File: src/rtl/csr_pkg.sv
// Shared constants and state encoding for the machine-mode CSR trap sequencer.
package csr_pkg;

  localparam logic [2:0] CSR_IDX_MSTATUS  = 3'd0;
  localparam logic [2:0] CSR_IDX_MTVEC    = 3'd1;
  localparam logic [2:0] CSR_IDX_MSCRATCH = 3'd2;
  localparam logic [2:0] CSR_IDX_MEPC     = 3'd3;
  localparam logic [2:0] CSR_IDX_MCAUSE   = 3'd4;
  localparam logic [2:0] CSR_IDX_MTVAL    = 3'd5;
  localparam logic [2:0] CSR_IDX_INVALID  = 3'd6;

  localparam int unsigned MSTATUS_MIE    = 3;
  localparam int unsigned MSTATUS_MPIE   = 7;
  localparam int unsigned MSTATUS_MPP_LO = 11;
  localparam int unsigned MSTATUS_MPP_HI = 12;
  localparam logic [1:0]  MPP_MACHINE    = 2'b11;

  localparam logic [1:0] MTVEC_MODE_DIRECT   = 2'd0;
  localparam logic [1:0] MTVEC_MODE_VECTORED = 2'd1;

  typedef enum logic [3:0] {
    S_IDLE,
    S_W_EPC,
    S_W_CAUSE,
    S_W_TVAL,
    S_W_STATUS,
    S_RD_TVEC,
    S_M_STATUS,
    S_M_EPC,
    S_REDIRECT
  } csr_state_t;

endpackage

File: src/rtl/trap_target_calc.sv
// Trap entry target: mtvec base, plus 4*code for vectored interrupts.
module trap_target_calc
  import csr_pkg::*;
#(
  parameter int unsigned XLEN        = 32,
  parameter bit          VECTORED_EN = 1'b1
) (
  input  logic [XLEN-1:0] i_mtvec,
  input  logic [XLEN-1:0] i_cause,
  output logic [XLEN-1:0] o_target
);

  localparam logic [XLEN-1:0] ALIGN_MASK = {{(XLEN-2){1'b1}}, 2'b00};

  logic            w_vectored;
  logic [XLEN-1:0] w_code;
  logic [XLEN-1:0] w_offset;

  always_comb begin
    w_vectored = VECTORED_EN && (i_mtvec[1:0] == MTVEC_MODE_VECTORED) && i_cause[XLEN-1];
    w_code     = {1'b0, i_cause[XLEN-2:0]};
    // shifting out the top code bit gives the modulo-2^XLEN wrap for free
    w_offset   = w_vectored ? (w_code << 2) : '0;
    o_target   = (i_mtvec & ALIGN_MASK) + w_offset;
  end

endmodule

File: src/rtl/csr_trap_sequencer.sv
// Arbitrates the CSR file port between pipeline accesses, trap entry and mret.
module csr_trap_sequencer
  import csr_pkg::*;
#(
  parameter int unsigned XLEN        = 32,
  parameter bit          VECTORED_EN = 1'b1
) (
  input  logic            clk,
  input  logic            rst,
  input  logic            exc_valid,
  output logic            exc_ready,
  input  logic [XLEN-1:0] exc_pc,
  input  logic [XLEN-1:0] exc_cause,
  input  logic [XLEN-1:0] exc_tval,
  input  logic            mret_valid,
  output logic            mret_ready,
  input  logic            csr_req_valid,
  input  logic            csr_req_we,
  input  logic [2:0]      csr_req_idx,
  input  logic [XLEN-1:0] csr_req_wdata,
  output logic            csr_req_ready,
  output logic [2:0]      csr_idx,
  output logic            csr_we,
  output logic [XLEN-1:0] csr_wdata,
  input  logic [XLEN-1:0] csr_rdata,
  output logic            redirect_valid,
  output logic [XLEN-1:0] redirect_pc,
  output logic            busy
);

  localparam logic [XLEN-1:0] ALIGN_MASK = {{(XLEN-2){1'b1}}, 2'b00};

  csr_state_t      r_state;
  csr_state_t      w_state_next;
  logic [XLEN-1:0] r_pc;
  logic [XLEN-1:0] r_cause;
  logic [XLEN-1:0] r_tval;
  logic [XLEN-1:0] r_target;
  logic [XLEN-1:0] w_trap_target;

  trap_target_calc #(
    .XLEN        (XLEN),
    .VECTORED_EN (VECTORED_EN)
  ) u_target (
    .i_mtvec  (csr_rdata),
    .i_cause  (r_cause),
    .o_target (w_trap_target)
  );

  always_ff @(posedge clk) begin
    if (rst) begin
      r_state  <= S_IDLE;
      r_pc     <= '0;
      r_cause  <= '0;
      r_tval   <= '0;
      r_target <= '0;
    end else begin
      r_state <= w_state_next;
      if (r_state == S_IDLE && exc_valid) begin
        r_pc    <= exc_pc & ALIGN_MASK;
        r_cause <= exc_cause;
        r_tval  <= exc_tval;
      end
      if (r_state == S_RD_TVEC) r_target <= w_trap_target;
      if (r_state == S_M_EPC)   r_target <= csr_rdata & ALIGN_MASK;
    end
  end

  always_comb begin
    w_state_next   = r_state;
    exc_ready      = 1'b0;
    mret_ready     = 1'b0;
    csr_req_ready  = 1'b0;
    csr_idx        = CSR_IDX_MSTATUS;
    csr_we         = 1'b0;
    csr_wdata      = '0;
    redirect_valid = 1'b0;
    redirect_pc    = r_target;
    busy           = (r_state != S_IDLE);

    case (r_state)
      S_IDLE: begin
        exc_ready     = 1'b1;
        mret_ready    = !exc_valid;
        csr_req_ready = !exc_valid && !mret_valid;
        csr_idx       = csr_req_idx;
        csr_wdata     = csr_req_wdata;
        csr_we        = csr_req_valid && csr_req_we && csr_req_ready &&
                        (csr_req_idx != CSR_IDX_INVALID);
        if (exc_valid)       w_state_next = S_W_EPC;
        else if (mret_valid) w_state_next = S_M_STATUS;
      end
      S_W_EPC: begin
        csr_idx      = CSR_IDX_MEPC;
        csr_we       = 1'b1;
        csr_wdata    = r_pc;
        w_state_next = S_W_CAUSE;
      end
      S_W_CAUSE: begin
        csr_idx      = CSR_IDX_MCAUSE;
        csr_we       = 1'b1;
        csr_wdata    = r_cause;
        w_state_next = S_W_TVAL;
      end
      S_W_TVAL: begin
        csr_idx      = CSR_IDX_MTVAL;
        csr_we       = 1'b1;
        csr_wdata    = r_tval;
        w_state_next = S_W_STATUS;
      end
      S_W_STATUS: begin
        csr_idx                                  = CSR_IDX_MSTATUS;
        csr_we                                   = 1'b1;
        csr_wdata                                = csr_rdata;
        csr_wdata[MSTATUS_MPIE]                  = csr_rdata[MSTATUS_MIE];
        csr_wdata[MSTATUS_MIE]                   = 1'b0;
        csr_wdata[MSTATUS_MPP_HI:MSTATUS_MPP_LO] = MPP_MACHINE;
        w_state_next                             = S_RD_TVEC;
      end
      S_RD_TVEC: begin
        csr_idx      = CSR_IDX_MTVEC;
        w_state_next = S_REDIRECT;
      end
      S_M_STATUS: begin
        csr_idx                                  = CSR_IDX_MSTATUS;
        csr_we                                   = 1'b1;
        csr_wdata                                = csr_rdata;
        csr_wdata[MSTATUS_MIE]                   = csr_rdata[MSTATUS_MPIE];
        csr_wdata[MSTATUS_MPIE]                  = 1'b1;
        csr_wdata[MSTATUS_MPP_HI:MSTATUS_MPP_LO] = MPP_MACHINE;
        w_state_next                             = S_M_EPC;
      end
      S_M_EPC: begin
        csr_idx      = CSR_IDX_MEPC;
        w_state_next = S_REDIRECT;
      end
      S_REDIRECT: begin
        redirect_valid = 1'b1;
        w_state_next   = S_IDLE;
      end
      default: w_state_next = S_IDLE;
    endcase

    // reset must silence the port immediately, not one edge later
    if (rst) begin
      w_state_next   = S_IDLE;
      exc_ready      = 1'b0;
      mret_ready     = 1'b0;
      csr_req_ready  = 1'b0;
      csr_idx        = CSR_IDX_MSTATUS;
      csr_we         = 1'b0;
      csr_wdata      = '0;
      redirect_valid = 1'b0;
      redirect_pc    = '0;
      busy           = 1'b0;
    end
  end

endmodule

File: config.mk
export PLATFORM = sky130hd
export DESIGN_NAME = csr_trap_sequencer
export DESIGN_NICKNAME = d
export VERILOG_FILES = /design/src/rtl/csr_pkg.sv /design/src/rtl/trap_target_calc.sv /design/src/rtl/csr_trap_sequencer.sv
export SDC_FILE = /design/constraint.sdc
export NUM_CORES = 1
export LEC_CHECK = 0
export ABC_AREA = 1
export BUFFER_PORTS_ARGS = -buffer_cell sky130_fd_sc_hd__clkbuf_2
export CORE_MARGIN = 3
export CORE_UTILIZATION = 40
export CTS_BUF_LIST = sky130_fd_sc_hd__clkbuf_8
export DETAILED_ROUTE_END_ITERATION = 8
export GPL_TIMING_DRIVEN = 0
export HOLD_SLACK_MARGIN = 0.12
export PLACE_DENSITY = 0.64
export REMOVE_ABC_BUFFERS = 1
export SLEW_MARGIN = 20
export SYNTH_ARGS = -nofsm -noshare
export SYNTH_HDL_FRONTEND = slang
export SYNTH_HIERARCHICAL = 1
export SYNTH_SLANG_ARGS = --single-unit
File: constraint.sdc
create_clock -name clk -period 4.9 [get_ports clk]
set_clock_uncertainty 0.05 [all_clocks]
set_input_delay 0 -clock clk [delete_from_list [all_inputs] [get_ports clk]]
set_output_delay 0 -clock clk [all_outputs]
set_load 0.1 [all_outputs]
# Yosys cells after proc, flatten, opt, wreduce, memory -nomap -nowiden
# Cells that the tools add are included.
[op_classes]
add_sub_neg = 1
muxes = 22
reduce_logical = 15
n_eq_ne = 11
[op_table]
columns = ["op", "count"]
rows = [
  ["case mux 32 bit (6 select lines)", 1],
  ["2-to-1 mux 32 bit", 5],
  ["adder 32 bit", 1],
  ["case mux 4 bit (7 select lines)", 1],
  ["equality test 4 x 3 -> 1 bit, second input constant", 4],
  ["case mux 3 bit (5 select lines)", 1],
  ["2-to-1 mux 1 bit", 10],
  ["equality test 4 x 2 -> 1 bit, second input constant", 2],
  ["2-to-1 mux 4 bit", 2],
  ["logical AND 1 bit", 6],
  ["!= test 3 bit, second input constant", 2],
  ["OR reduction 2 bit", 3],
  ["OR reduction 5 bit", 1],
  ["equality test 4 x 1 -> 1 bit, second input constant", 1],
  ["equality test 4 bit, second input constant", 1],
  ["zero test 4 bit", 1],
  ["nonzero test 4 bit", 1],
  ["2-to-1 mux 3 bit", 1],
  ["equality test 2 x 1 -> 1 bit, second input constant", 1],
  ["zero test 1 bit", 2],
  ["case mux 1 bit (2 select lines)", 1],
  ["nonzero test 2 bit", 1],
]
[word_totals]
out_inout_bits = 73
wordCells = 55
reg_bits = 130

# Depth between registers and ports, before layout
[logic_depth]
ltp_word = 6
mapped_depth = 21

# Cells and area by module
# Netlist, hierarchy kept.
[by_module_without_submodules]
columns = ["module", "cells_per_inst", "area_each_um2", "seq_area_each_um2", "n_inst"]
rows = [
  ["csr_trap_sequencer", 1095, 7164.4, 2602.5, 1],
  ["trap_target_calc", 510, 2492.4, 0.0, 1],
]

# Worst setup path before layout
# No wires, ideal clock.
[synth_timing]
kind = "reg2out"
startpoint = "register r_state[3]"
endpoint = "output redirect_valid"
t_arrival_ns = 3.488
path_buffers = 0
stages_incl_launch_ff = 3
path_slack_ns = 1.362
cell_sequence = "dfxtp_1 inv_2 nor4_1"
[synth_between]
elab_chain_len = 3
[synth_rtl]
columns = ["item", "line", "text"]
rows = [
  ["start, declared", "csr_trap_sequencer.sv:33", "csr_state_t r_state;"],
  ["start signal, assigned", "csr_trap_sequencer.sv:58", "r_state <= w_state_next;"],
  ["equality test 4 bit", "csr_trap_sequencer.sv:81", "case (r_state)"],
  ["2-to-1 mux 1 bit", "csr_trap_sequencer.sv:81", ""],
  ["2-to-1 mux 1 bit", "csr_trap_sequencer.sv:145", "if (rst) begin"],
  ["end, declared", "csr_trap_sequencer.sv:26", "output logic redirect_valid,"],
]
# No other way between the ends.

# Worst setup path in the final report
[layout_timing]
startpoint = "register r_state[0]"
endpoint = "register r_cause[7]"
[layout_between]
elab_chain_len = 2
[layout_rtl]
columns = ["item", "line", "text"]
rows = [
  ["zero test 4 bit", "csr_trap_sequencer.sv:59", "if (r_state == S_IDLE && exc_valid) begin"],
  ["logical AND 1 bit", "csr_trap_sequencer.sv:59", ""],
  ["end signal, assigned", "csr_trap_sequencer.sv:61", "r_cause <= exc_cause;"],
  ["end, declared", "csr_trap_sequencer.sv:36", "logic [XLEN-1:0] r_cause;"],
]
# No other way between the ends.
# A chain may end at the register's enable or synchronous reset.

==> run summary <==
The number of antenna violations at the first check in global routing is 0. The worst setup path is launched from a register. The number of search-and-repair iterations in the first detailed-routing pass is 5. Sequential cells were found to cover 26.95% of the synthesized design area.

Cell internal power was estimated by the tool at 2805 uW. The number of unique standard cell types used by synthesis is 40. The clock drives 130 sinks. The via count of the first global-routing pass was 11160. The fraction of registers with async set/reset is 0%. The TritonCTS buffer count came out at 17.

The biggest area consumer among synthesized cells is dfxtp_1. The run finished with clean final reports. The post-CTS clock slew at the launch and capture registers of the worst setup and hold paths is 0.09 ns. The area fraction of the dominant cell type after synthesis is 26.95%. Once detail routing completed, the nets flagged for antenna violations numbered 0.

The switching power of the nets is 3150 uW. Ranked by total cell area, the synthesized netlist is headed by dfxtp_1, nand2_1, nand3_1. The primary flip-flop cell chosen by synthesis mapping is dfxtp_1. The routed wirelength normalized by instance count came out at 14.82 microns. The total overflow reported by the global router is 0. Entering global routing, the biggest net connects 102 pins.

In the final design database the tool counted 2170 nets. In this run switching power makes up 52.90% of total power. The synthesized design contains 130 register bits.

The clock root buffer is clkbuf_8. The number of standard cells after synthesis is 1605. The die footprint is 26040 sq um. nand2_1 is the most common cell in the netlist. The repair_antennas step left the layout with diodes totalling 0. The largest fanout on the critical path is 95. In this run the worst hold path is classified as input port to register. The final number of setup-violating endpoints is 0.

The number of DRC markers in iteration 0 is 763. The die boundary height came out at 161.4 microns. The portion of total power attributed to sequential cells is 23.7%. The hold path startpoint is rst. The fraction of final layout cells sized beyond drive strength 1 is 19.66%.

The core region area came out at 23610 sq um. Measured against its own limit, the worst slew margin works out to 26.78%. The ratio of total power to cell area came out at 445.8 nW/um^2.

The number of enable-type register cells in the synthesized netlist came out at 0. The clock network power share came out at 17.6%. The clock latency reported for the late side of the worst-skew pair is 0.47 ns. The average size of a mapped cell came out at 6.017 sq um. Across all setup checks in the final design, the least slack found is 1.447 ns. TritonCTS built the clock tree. The post-layout minimum cycle time came out at 3.453 ns. In this run, the combinational gates consume 58.7% of the power. The cell area after synthesis is 9657 sq um. The number of max-cap violations is 0. Of the available clock period, the critical path in the final layout requires 70.47%. The final weighted congestion of routability-driven global placement is 0.9039. Buffers placed on the I/O ports in this run total 239. The required time at the endpoint of the critical path came out at 5.19 ns.

The final-report max-slew violation count was 0. The transition time of the tightest slew-check pin came out at 1.095 ns. The first global-routing pass estimated 56.52 mm of wire.

The row count is 56. The placement-stage worst setup slack came out at 1.633 ns. Setup repair after global routing left no endpoint under its margin. The maximum buffer depth of the clock tree came out at 2. Across every metal layer, demand over resource in global routing totals 26.45%. The static leakage came out at 0.006653 uW.

The number of hold violations in the final report is 0. The die boundary width came out at 161.4 microns. The total vias in the final route is 11400. At the worst endpoint, the arrival time is 3.74 ns. The highest achievable clock rate came out at 289.6 MHz. The placed wire-length estimate came out at 22.85 mm. In the routed design, unresolved DRC markers number 0. The largest voltage drop on the vdd net is 0.0003573 V.

The routed design has 34.13 mm of wire. The number of levels the H-tree was split into came out at 4. By count the netlist is led by nand2_1, nand3_1, inv_1, nor2_1, dfxtp_1. The area growth from synthesis to layout came out at 38.31%. Tracing the worst setup path back leads to its startpoint at r_state[0]. The via density per instance is 4.949. The worst setup path is of the register to register kind.

In this run the critical register-to-register path is launched from r_state[0]. The number of placed I/O pins is 242. Once the floorplan was initialized, standard cells occupied 40.90% of the core. The final design utilization is 56.57%. The element type at the critical path end is a register. The number of warnings issued by yosys is 6. Post-CTS timing repair inserted 0 buffers for setup.
cells in the final DEF, fill, tap and decap left out, types with 6 or more instances in the layout:
cell and instances:
nand2_1 498, nand3_1 264, clkbuf_2 237, dlygate4sd3_1 190, inv_1 186, nor2_1 172
dfxtp_1 130, a21oi_1 84, a21oi_2 32, ha_1 29, nand3_2 25, clkbuf_8 19
nand2_2 18, xor2_1 13, inv_2 10, nor2_2 8, buf_16 7, nand4_1 6
nor2_4 6
through the flow:
stage          std cells  area, sq um  power, uW  hold slack [ns]  TNS [ns]
6_report            2303        13360       5955           0.1783         0
5_1_grt             2303        13360       6303           0.2064         0
4_1_cts             2303        13350       5930           0.1308         0
3_5_place_dp        2081        11010       4631           0.2047         0
3_3_place_gp        2071        10730       4414           0.2039    -10.22
2_1_floorplan       1513         9130       3673          0.01244         0
kinds of logic (layout without fill, tap and decap cells):
group	count (synthesis)	after routing	share of synthesized area, %
other cells	1	2	0.03883
flops	130	130	26.95
buf+inv	290	668	13.15
fa+ha+maj	30	30	3.965
compound gates	130	130	8.253
simple gates	1008	1008	46.19
xor+xnor	16	16	1.451
worst max-delay path, cell delays in order, from the launching register on:
cell	delay, ns
dfxtp_1	0.43
inv_2	0.39
nand2_2	0.21
nor2_8	0.53
buf_12	0.30
nand2_8	0.35
nand2_1	0.22
a21oi_1	0.09
dlygate4sd3_1	0.59
layout make-up:
class                   count  area, sq um
well taps                 319        399.1
clock inverters            15        203.9
multi-input cells        1186         5814
inverters                 197        739.5
clock buffers              17        234.0
repair buffers            439         3363
fillers                  2386        10260
flip-flops and latches    130         2603
per-layer routing:
metal / share of wire (%) / GRT usage [%]
met1: 45 / 36.00
met4: 2.1 / 7.900
met5: 0 / 0
met2: 47 / 42.77
met3: 6.2 / 4.899
worst paths after layout:
check | to | slack (ns) | cells past startpoint
worst max-delay path | r_cause[7] | 1.45 | 8
worst min-delay path | r_target[19] | 0.18 | 4
worst max register to register | r_cause[7] | 1.45 | 8
worst min register to register | r_tval[18] | 0.41 | 2
registers in the layout, indices dropped and copies added, names as in the netlist:
register / count
r_tval: 32
r_pc: 30
r_cause: 32
r_target: 32
r_state: 4
timing repair:
item,CTS,global route
hold buffers,190,0
hold endpoints to repair,126,0
gates resized for setup,0,0
power by group through the flow:
stage	clock (uW)	sequential, uW	combinational, uW
final	1050	1410	3490
after global routing	1120	1440	3750
after CTS	1070	1400	3450
after detailed placement	0	1430	3200
after global placement	0	1420	2990
after floorplan	0	1390	2280
Note: power is estimated with default switching activity, not from simulation.
